==> config.mk <==
export PLATFORM = sky130hd
export DESIGN_NAME = mux_2_arbiter
export DESIGN_NICKNAME = d
export VERILOG_FILES = /design/src/rtl/mux_2_arbiter.sv
export SDC_FILE = /design/constraint.sdc
export NUM_CORES = 1
export LEC_CHECK = 0
export ABC_AREA = 1
export BUFFER_PORTS_ARGS = -buffer_cell sky130_fd_sc_hd__buf_2
export CAP_MARGIN = 20
export CORE_MARGIN = 10
export CORE_UTILIZATION = 50
export CTS_BUF_LIST = sky130_fd_sc_hd__clkbuf_8
export DETAILED_ROUTE_END_ITERATION = 10
export GPL_TIMING_DRIVEN = 0
export HOLD_SLACK_MARGIN = 0.06
export PLACE_DENSITY = 0.72
export SYNTH_ARGS = -nofsm -noshare
export SYNTH_HDL_FRONTEND = slang
export SYNTH_SLANG_ARGS = --single-unit
==> constraint.sdc <==
create_clock -name clk -period 1.5 [get_ports clk]
set_input_delay 0.15 -clock clk [delete_from_list [all_inputs] [get_ports clk]]
set_output_delay 0.15 -clock clk [all_outputs]
set_load 0.01 [all_outputs]
==> src/rtl/mux_2_arbiter.sv <==
// mux_2_arbiter
// Round-robin arbiter that owns the select of a 2:1 mux shared by two
// requesters (A on mux input a, B on mux input b). The current owner may
// hold the mux for at most MAX_HOLD consecutive cycles while the other side
// is waiting. After that, ownership is forcibly moved and preempt pulses.
//
// Parameters
//   MAX_HOLD : max consecutive granted cycles while the other side waits (2..255)
//   CW       : hold counter width, 2**CW > MAX_HOLD
//
// Ports
//   clk      : system clock, rising edge
//   rst      : asynchronous active-high reset
//   req_a    : requester A level request
//   req_b    : requester B level request
//   gnt_a    : A owns the mux this cycle (registered)
//   gnt_b    : B owns the mux this cycle (registered)
//   sel      : mux select, 0 = input a, 1 = input b (registered, held while idle)
//   busy     : any grant active (registered)
//   preempt  : one-cycle pulse on a hold-limit forced handover (registered)
//   hold_cnt : cycles the current owner has held the grant, 0-based
module mux_2_arbiter #(
  parameter int MAX_HOLD = 4,
  parameter int CW       = 8
) (
  input  logic          clk,
  input  logic          rst,
  input  logic          req_a,
  input  logic          req_b,
  output logic          gnt_a,
  output logic          gnt_b,
  output logic          sel,
  output logic          busy,
  output logic          preempt,
  output logic [CW-1:0] hold_cnt
);

  typedef enum logic [1:0] {IDLE, OWN_A, OWN_B} state_t;

  localparam logic [CW-1:0] HOLD_LAST = CW'(MAX_HOLD - 1);

  state_t        state_q, state_d;
  logic          sel_q, sel_d;
  logic          preempt_q, preempt_d;
  logic [CW-1:0] hold_q, hold_d;
  logic          last_b_q, last_b_d;   // 1 when B was the most recent owner
  logic          gnt_a_q, gnt_b_q;

  // Owner/other view of the requests so both OWN states share one rule set.
  logic own_req, oth_req, own_is_b;

  always_comb begin
    own_is_b = (state_q == OWN_B);
    own_req  = own_is_b ? req_b : req_a;
    oth_req  = own_is_b ? req_a : req_b;

    state_d   = state_q;
    sel_d     = sel_q;
    hold_d    = hold_q;
    last_b_d  = last_b_q;
    preempt_d = 1'b0;

    case (state_q)
      IDLE: begin
        hold_d = '0;
        // A wins a tie only when B owned last; sel is left alone when idle.
        if (req_a && (!req_b || last_b_q)) begin
          state_d = OWN_A;
          sel_d   = 1'b0;
        end else if (req_b) begin
          state_d = OWN_B;
          sel_d   = 1'b1;
        end
      end

      OWN_A, OWN_B: begin
        if (!own_req) begin
          // Owner released: hand straight over if the other side waits.
          last_b_d = own_is_b;
          hold_d   = '0;
          if (oth_req) begin
            state_d = own_is_b ? OWN_A : OWN_B;
            sel_d   = ~own_is_b;
          end else begin
            state_d = IDLE;
          end
        end else if (oth_req && (hold_q == HOLD_LAST)) begin
          // Hold limit reached with a waiter: force the handover.
          last_b_d  = own_is_b;
          hold_d    = '0;
          state_d   = own_is_b ? OWN_A : OWN_B;
          sel_d     = ~own_is_b;
          preempt_d = 1'b1;
        end else if (hold_q != HOLD_LAST) begin
          hold_d = hold_q + CW'(1);
        end
        // else: saturated with no waiter, hold_cnt stays put
      end

      default: begin
        state_d = IDLE;
        hold_d  = '0;
      end
    endcase
  end

  always_ff @(posedge clk or posedge rst) begin
    if (rst) begin
      state_q   <= IDLE;
      sel_q     <= 1'b0;
      preempt_q <= 1'b0;
      hold_q    <= '0;
      last_b_q  <= 1'b1;
      gnt_a_q   <= 1'b0;
      gnt_b_q   <= 1'b0;
    end else begin
      state_q   <= state_d;
      sel_q     <= sel_d;
      preempt_q <= preempt_d;
      hold_q    <= hold_d;
      last_b_q  <= last_b_d;
      // Grants come from dedicated flops so they are glitch-free outputs.
      gnt_a_q   <= (state_d == OWN_A);
      gnt_b_q   <= (state_d == OWN_B);
    end
  end

  assign gnt_a    = gnt_a_q;
  assign gnt_b    = gnt_b_q;
  assign busy     = gnt_a_q | gnt_b_q;
  assign sel      = sel_q;
  assign preempt  = preempt_q;
  assign hold_cnt = hold_q;

endmodule

==> results.json, run 1 <==
{
  "finalMaxSlewViolations": 0,
  "worstPathArrival_ns": 1.64,
  "syn2layout_area_growth_pct": 37.6,
  "tightestPinTransition_ns": 0.576,
  "clkSlewWorstSetupHoldPaths_ns": 0.06,
  "place_congestion": 0.832,
  "coreArea_um2": 1690,
  "grt_pass1_vias": 732,
  "grt_usage_pct": 10.2,
  "skew_ns": 0.00338,
  "cts-buffers-inserted": 3,
  "io_pins": 17,
  "grt_max_degree": 16,
  "grt_overflow": 0,
  "slew_headroom_pct": 61.6,
  "clockRootBuffer": "clkbuf_8",
  "firstDrtPassIters": 4,
  "path_max_fanout": 7,
  "die_w_um": 61.7,
  "outcome": "complete, but fails checks",
  "ys_ff_latch": 15,
  "num_rows": 15,
  "synthXorXnorAreaFrac_pct": 2.01,
  "ant_nets": 0,
  "vdd.ir_drop.worst_v": 0.000922,
  "die_height_um": 61.7,
  "synth_compound_area_share_pct": 11.9,
  "clkLatencyLatePin_ns": 0.25,
  "grt_first_pass_wirelength_mm": 2.96,
  "avgRoutedWirePerCell_um": 12.8,
  "postSynthCellCount": 110,
  "r2r_slack_ns": -0.02,
  "r2r_start": "state_q[0]$_DFF_PP0_",
  "drive_gt1_share_pct": 43.3,
  "initial_core_util_pct": 51.6,
  "vias": 813,
  "antennaDiodeCount": 0,
  "drtIter0Drc": 15,
  "rsz0062_at_grt": "yes",
  "viasPerCell": 5.15,
  "routed_wl_mm": 2.02,
  "critPathCaptureType": "register",
  "synth_top_family_by_area": "simple AND/OR/NAND/NOR gates",
  "syn-cell-area_um2": 871,
  "drc": 0,
  "hold_viol_final": 0,
  "power.total_uw": 2110,
  "r2r-end": "sel$_DFFE_PP0P_",
  "synth.distinct_cells": 25,
  "dpl.hpwl_mm": 1.28,
  "cap_viol_max_count": 0,
  "nets": 150,
  "power.density_nw_per_um2": 1760,
  "failed_checks": "setup timing",
  "fillers": 138,
  "critPathCapture": "sel$_DFFE_PP0P_",
  "min_path_type": "in2reg",
  "cts_tree": "yes",
  "synthMuxAreaShare_pct": 0,
  "finalCritPeriodShare_pct": 101,
  "setup_violations": 2,
  "yosysSeqAreaShare_pct": 43.2,
  "grt_antenna_before_repair": 0,
  "crit_start": "state_q[0]$_DFF_PP0_",
  "io_buffer_count": 16,
  "cp-start-kind": "register",
  "ctsLongestPathBuffers": 2,
  "worst_slack_ns": -0.0202,
  "reg2regPathDepth": 8,
  "synth_fp_nets": 118,
  "holdWs_ns": 0.304,
  "fin_crit_ns": 1.52,
  "clkSinkCount": 15,
  "syn_area_per_cell_um2": 7.92,
  "h-tree-depth": 1,
  "critical_path_class": "reg2reg",
  "yosys.area_share.simple_pct": 28.4,
  "fmax_ghz": 0.658,
  "yosysWarnings": 0,
  "die_area_um2": 3810,
  "leakage_uw": 0.000608,
  "cp.required_ns": 1.62,
  "synthAdderAreaFrac_pct": 5.75
}
[synthesized netlist by cell type]
cell type	number	area, µm²
xor2_1	1	8.76
o21ai_0	5	25.0
nor2_2	2	12.5
o21ai_1	1	5.00
nand2_1	18	67.6
xnor2_1	1	8.76
nor2_4	2	22.5
o21ai_2	2	17.5
a21oi_1	7	35.0
a211oi_1	1	7.51
nand3_1	6	30.0
nor2_1	18	67.6
buf_6	1	11.3
nand2_2	2	12.5
nor3b_1	1	7.51
inv_1	16	60.1
dfrtp_1	14	350
a22oi_1	1	7.51
a31oi_1	1	6.26
or2_2	1	6.26
inv_2	1	3.75
nor3_1	2	10.0
nand2_4	1	11.3
ha_1	4	50.1
dfstp_2	1	26.3
[stage by stage]
| stage | cell area [µm²] | cells | TNS [ns] | utilization (%) | setup slack, ns |
|---|---|---|---|---|---|
| floorplan | 871 | 110 | 0 | - | 0.0493 |
| global placement | 972 | 143 | -0.272 | 57.6 | -0.0759 |
| detailed placement | 972 | 143 | -0.459 | 57.6 | -0.0991 |
| CTS | 1120 | 155 | -0.0108 | 66.4 | -0.00825 |
| global route | 1200 | 158 | -0.772 | 71.0 | -0.108 |
| finish | 1200 | 158 | -0.0304 | 71.0 | -0.0202 |
[cell families after synthesis]
group	Yosys count
flip-flops	15
XOR/XNOR	2
adder cells (fa/ha/maj)	4
AO/OA/AOI/OAI	18
buffers and inverters	18
AND/OR/NAND/NOR	53
[critical path: stages (launching register included)]
cell     delay (ns)
dfrtp_1        0.38
inv_2          0.07
buf_6          0.12
ha_4           0.29
inv_4          0.05
nor2_4         0.15
nand2_2        0.13
a21oi_1        0.14
a31oi_1        0.05
[timing repair]
action / CTS / global route
setup buffers: 7 / 4
pin swaps: 6 / 9
hold buffers: 1 / 0
gates resized for setup: 9 / 19
endpoints found under the setup margin: 10 / 11
endpoints found under the hold margin: 14 / 0
[placed cells by master (no fill, tap or decap), drive strengths merged]
cell type,count
buf,27
nor2,22
nand2,21
inv,17
dfrtp,14
o21ai,8
a21oi,7
nand3,6
ha,4
clkbuf,3
nor3,2
a22oi,1
a31oi,1
xor2,1
or2,1
xnor2,1
a211oi,1
nor3b,1
clkinv,1
dlygate4sd3,1
dfstp,1
[per-layer routing]
metal  wire length (µm)  track usage, %  up-vias
met5                  0               0        -
met4                 43            3.82        0
met3                105            3.05        6
met2               1070            18.3       15
met1                801            11.0      382
li1                   -               -      410
[cell type report]
type	count	area (µm²)	share of cell area, %
Clock buffer	3	41.3	3.44
Sequential cell	15	380	31.7
Multi-Input combinational cell	77	508	42.4
Tap cell	17	21.3	1.77
Inverter	17	66.3	5.53
Clock inverter	1	5.00	0.418
Timing Repair Buffer	28	176	14.7
[power by group]
group | switching (µW) | total, µW | internal, µW
Sequential | 69.2 | 583 | 514
Clock | 144 | 328 | 184
Combinational | 660 | 1200 | 539
[worst min path at each step]
| stage | start | endpoint | slack [ns] | cells past startpoint |
|---|---|---|---|---|
| after floorplan | rst | gnt_a$_DFF_PP0_ | 0.05 | 1 |
| after global placement | rst | hold_cnt[6]$_DFFE_PP0P_ | 0.23 | 2 |
| after detailed placement | rst | hold_cnt[6]$_DFFE_PP0P_ | 0.24 | 2 |
| after CTS | req_b | state_q[1]$_DFF_PP0_ | 0.32 | 5 |
| after global routing | req_b | state_q[1]$_DFF_PP0_ | 0.36 | 5 |
| final | req_b | state_q[1]$_DFF_PP0_ | 0.30 | 5 |
[flip-flops by register name, indices dropped and copies added, names as in the netlist]
name and cells:
gnt_b 1, last_b_q 1, preempt 1, sel 1
gnt_a 1, hold_cnt 8, state_q 2
No activity file was read; power rests on OpenSTA's default activity.
==> run 2: changes to the inputs <==
==> config.mk (replaced) <==
export PLATFORM = sky130hd
export DESIGN_NAME = mux_2_arbiter
export DESIGN_NICKNAME = d
export VERILOG_FILES = /design/src/rtl/mux_2_arbiter.sv
export SDC_FILE = /design/constraint.sdc
export NUM_CORES = 1
export LEC_CHECK = 0
export BUFFER_PORTS_ARGS = -buffer_cell sky130_fd_sc_hd__buf_2
export CAP_MARGIN = 20
export CORE_MARGIN = 10
export CORE_UTILIZATION = 51
export CTS_BUF_LIST = sky130_fd_sc_hd__clkbuf_8
export CTS_CLUSTER_SIZE = 40
export DETAILED_ROUTE_END_ITERATION = 10
export GPL_TIMING_DRIVEN = 0
export HOLD_SLACK_MARGIN = 0.06
export PLACE_DENSITY = 0.73
export SYNTH_ARGS = -nofsm -noshare
export SYNTH_HDL_FRONTEND = slang
export SYNTH_SLANG_ARGS = --single-unit
==> run 2 against run 1 <==
- the flow still finishes with violations (setup timing)
- setup slack lost 0.46 ns
- clock skew fell by 0.0021 ns
- synthesized cell count fell by 12%
- final cell count is 2.5% lower
- critical path type unchanged
- critical endpoint unchanged
==> results.json, run 2 <==
{
  "outcome": "complete, but fails checks",
  "failed_checks": "setup timing",
  "synth_fp_nets": 105,
  "die_height_um": 62.6,
  "p_int_uw": 1190,
  "tightestPinTransition_ns": 0.568,
  "skew_ns": 0.00128,
  "crit_family": "simple AND/OR/NAND/NOR gates",
  "finalMaxSlewViolations": 0,
  "dr_wl_met3_um": 169,
  "crit_slowest_cell": "or4b_4",
  "syn2layout_area_growth_pct": 40.4,
  "grt_usage_pct": 11.2,
  "vias": 849,
  "seqPwrFrac_pct": 30.4,
  "critPathCaptureType": "register",
  "dpl.hpwl_mm": 1.50,
  "final_common_cell": "buf_2",
  "coreArea_um2": 1730,
  "combPwrFrac_pct": 53.7,
  "largest_reg_flops": 8,
  "nets": 138,
  "power.density_nw_per_um2": 1520,
  "sw_frac_of_total_pct": 39.7,
  "critical_path_class": "reg2reg",
  "synth_edf_count": 0,
  "io_buffer_count": 15,
  "clkSlewWorstSetupHoldPaths_ns": 0.06,
  "clkSinkCount": 15,
  "initial_core_util_pct": 53.7,
  "cts-buffers-inserted": 3,
  "vdd.ir_drop.worst_v": 0.00100,
  "crit_buf_inv": 0,
  "critical-path-max-stage-delay_ns": 0.46,
  "firstDrtPassIters": 4,
  "yosysSeqAreaShare_pct": 40.6,
  "drtIter0Drc": 27,
  "finalCritPeriodShare_pct": 132,
  "place_congestion": 0.837,
  "synthTopCellsByArea": "dfrtp_1, ha_1, xor2_1",
  "p_sw_uw": 785,
  "leakage_uw": 0.000599,
  "syn_area_per_cell_um2": 9.56,
  "place_ws_ns": -0.642,
  "die_w_um": 62.6,
  "async_flop_share_pct": 100,
  "routed_wl_mm": 2.42,
  "worstPathArrival_ns": 2.11,
  "setup_violations": 15,
  "crit_start": "hold_cnt[1]$_DFFE_PP0P_",
  "grt_antenna_before_repair": 0,
  "top_layer": "met4",
  "fin_crit_ns": 1.98,
  "clock_power_share_pct": 15.9,
  "m1WireLength_mm": 1.04,
  "drc": 0,
  "slew_headroom_pct": 62.1,
  "synth-main-ff-cell": "dfrtp_1",
  "ys_ff_latch": 15,
  "cts_tree": "yes",
  "cp.required_ns": 1.63,
  "path_max_fanout": 3,
  "dr_wl_met2_mm": 1.18,
  "postSynthCellCount": 97,
  "grt_overflow": 0,
  "avgRoutedWirePerCell_um": 15.7,
  "post-synth-top-area-cell": "dfrtp_1",
  "dpl_cell_area_um2": 1050,
  "drive_gt1_share_pct": 48.8,
  "min_path_type": "in2reg",
  "hold_viol_final": 0,
  "synthTopCellsByCount": "dfrtp_1, nor2_1, nand2_1, nand3_1",
  "grt_pass1_vias": 800,
  "viasPerCell": 5.51,
  "synth.distinct_cells": 37,
  "yosysMostFrequentCell": "dfrtp_1",
  "worst_slack_ns": -0.481,
  "io_pins": 17,
  "path_cells": "ha_4 -> or4b_4 -> or3_4 -> nand2b_4 -> o221ai_2 -> mux2_4",
  "final_area_um2": 1300,
  "h-tree-depth": 1,
  "yosysWarnings": 0,
  "grt_max_degree": 16,
  "fmax_ghz": 0.505,
  "final_cell_mix": "buf_2, buf_4, dfrtp_1",
  "die_area_um2": 3920,
  "ant_nets": 0,
  "rsz0062_at_grt": "yes",
  "clkLatencyLatePin_ns": 0.24,
  "grt_first_pass_wirelength_mm": 3.71,
  "yosys.area.top_type_share_pct": 37.8,
  "r2r_start": "hold_cnt[1]$_DFFE_PP0P_",
  "holdWs_ns": 0.351,
  "num_rows": 15,
  "cap_viol_max_count": 0,
  "syn-cell-area_um2": 927,
  "hold_start": "req_a",
  "ctsLongestPathBuffers": 2,
  "fillers": 127,
  "antennaDiodeCount": 0,
  "cp-start-kind": "register",
  "clockRootBuffer": "clkbuf_8"
}
-- run 2: worst reg2reg max path: cells and delay by family (launching register included) --
| kind | cells | cell delay, ns |
|---|---|---|
| fa+ha+maj | 1 | 0.14 |
| simple gates | 3 | 0.94 |
| compound gates | 1 | 0.09 |
| mux | 1 | 0.30 |
| flops | 1 | 0.39 |
-- run 2: cells by family after synthesis --
| family | synth area share [%] |
|---|---|
| buf+inv | 3.64 |
| fa+ha+maj | 5.40 |
| xor+xnor | 4.72 |
| mux | 2.70 |
| compound gates | 15.4 |
| flops | 40.6 |
| simple gates | 27.5 |
-- run 2: final timing paths --
kind / slack [ns] / cells after the start / end
max: -0.48 / 6 / sel$_DFFE_PP0P_
max in group asynchronous: 0.59 / 3 / hold_cnt[0]$_DFFE_PP0P_
min reg2reg: 0.51 / 1 / sel$_DFFE_PP0P_
min in group asynchronous: 0.50 / 3 / hold_cnt[4]$_DFFE_PP0P_
min: 0.35 / 4 / hold_cnt[1]$_DFFE_PP0P_
max reg2reg: -0.48 / 6 / sel$_DFFE_PP0P_
-- run 2: metrics by stage --
stage / TNS (ns) / std cells / total power, µW / util, %
2_1_floorplan: -4.03 / 97 / 1220 / -
3_3_place_gp: -5.14 / 137 / 1410 / 60.9
3_5_place_dp: -5.42 / 137 / 1430 / 60.9
4_1_cts: -4.15 / 149 / 1860 / 70.7
5_1_grt: -5.17 / 154 / 2100 / 75.4
6_report: -4.61 / 154 / 1970 / 75.4
-- run 2: cell type report --
cell class | instances | area, µm² | share of cell area, %
sequential | 15 | 382 | 29.3
inverter | 5 | 18.8 | 1.44
clock inverter | 1 | 3.75 | 0.288
clock buffer | 3 | 41.3 | 3.17
buffer | 2 | 15.0 | 1.15
multi-input combinational | 75 | 627 | 48.2
tap | 25 | 31.3 | 2.40
timing repair buffer | 28 | 183 | 14.0
-- run 2: power groups by stage --
stage / Clock (µW) / Combinational [µW] / Sequential (µW)
after floorplan: 0 / 587 / 630
after global placement: 0 / 789 / 618
after detailed placement: 0 / 806 / 622
after CTS: 315 / 949 / 593
after global routing: 341 / 1150 / 611
final: 313 / 1060 / 601
-- run 2: metal layers --
layer | vias to the layer above | track usage (%)
li1 | 408 | -
met2 | 36 | 19.6
met1 | 401 | 12.5
met4 | 0 | 1.96
met5 | - | 0
met3 | 4 | 4.66
-- run 2: what timing repair did --
action                                  4_1_cts  5_1_grt
pin swaps                                     7       12
hold buffers                                  1        0
endpoints found under the setup margin       15       15
buffers inserted                              8        6
endpoints found under the hold margin        14        0
gates resized for setup                      17       10
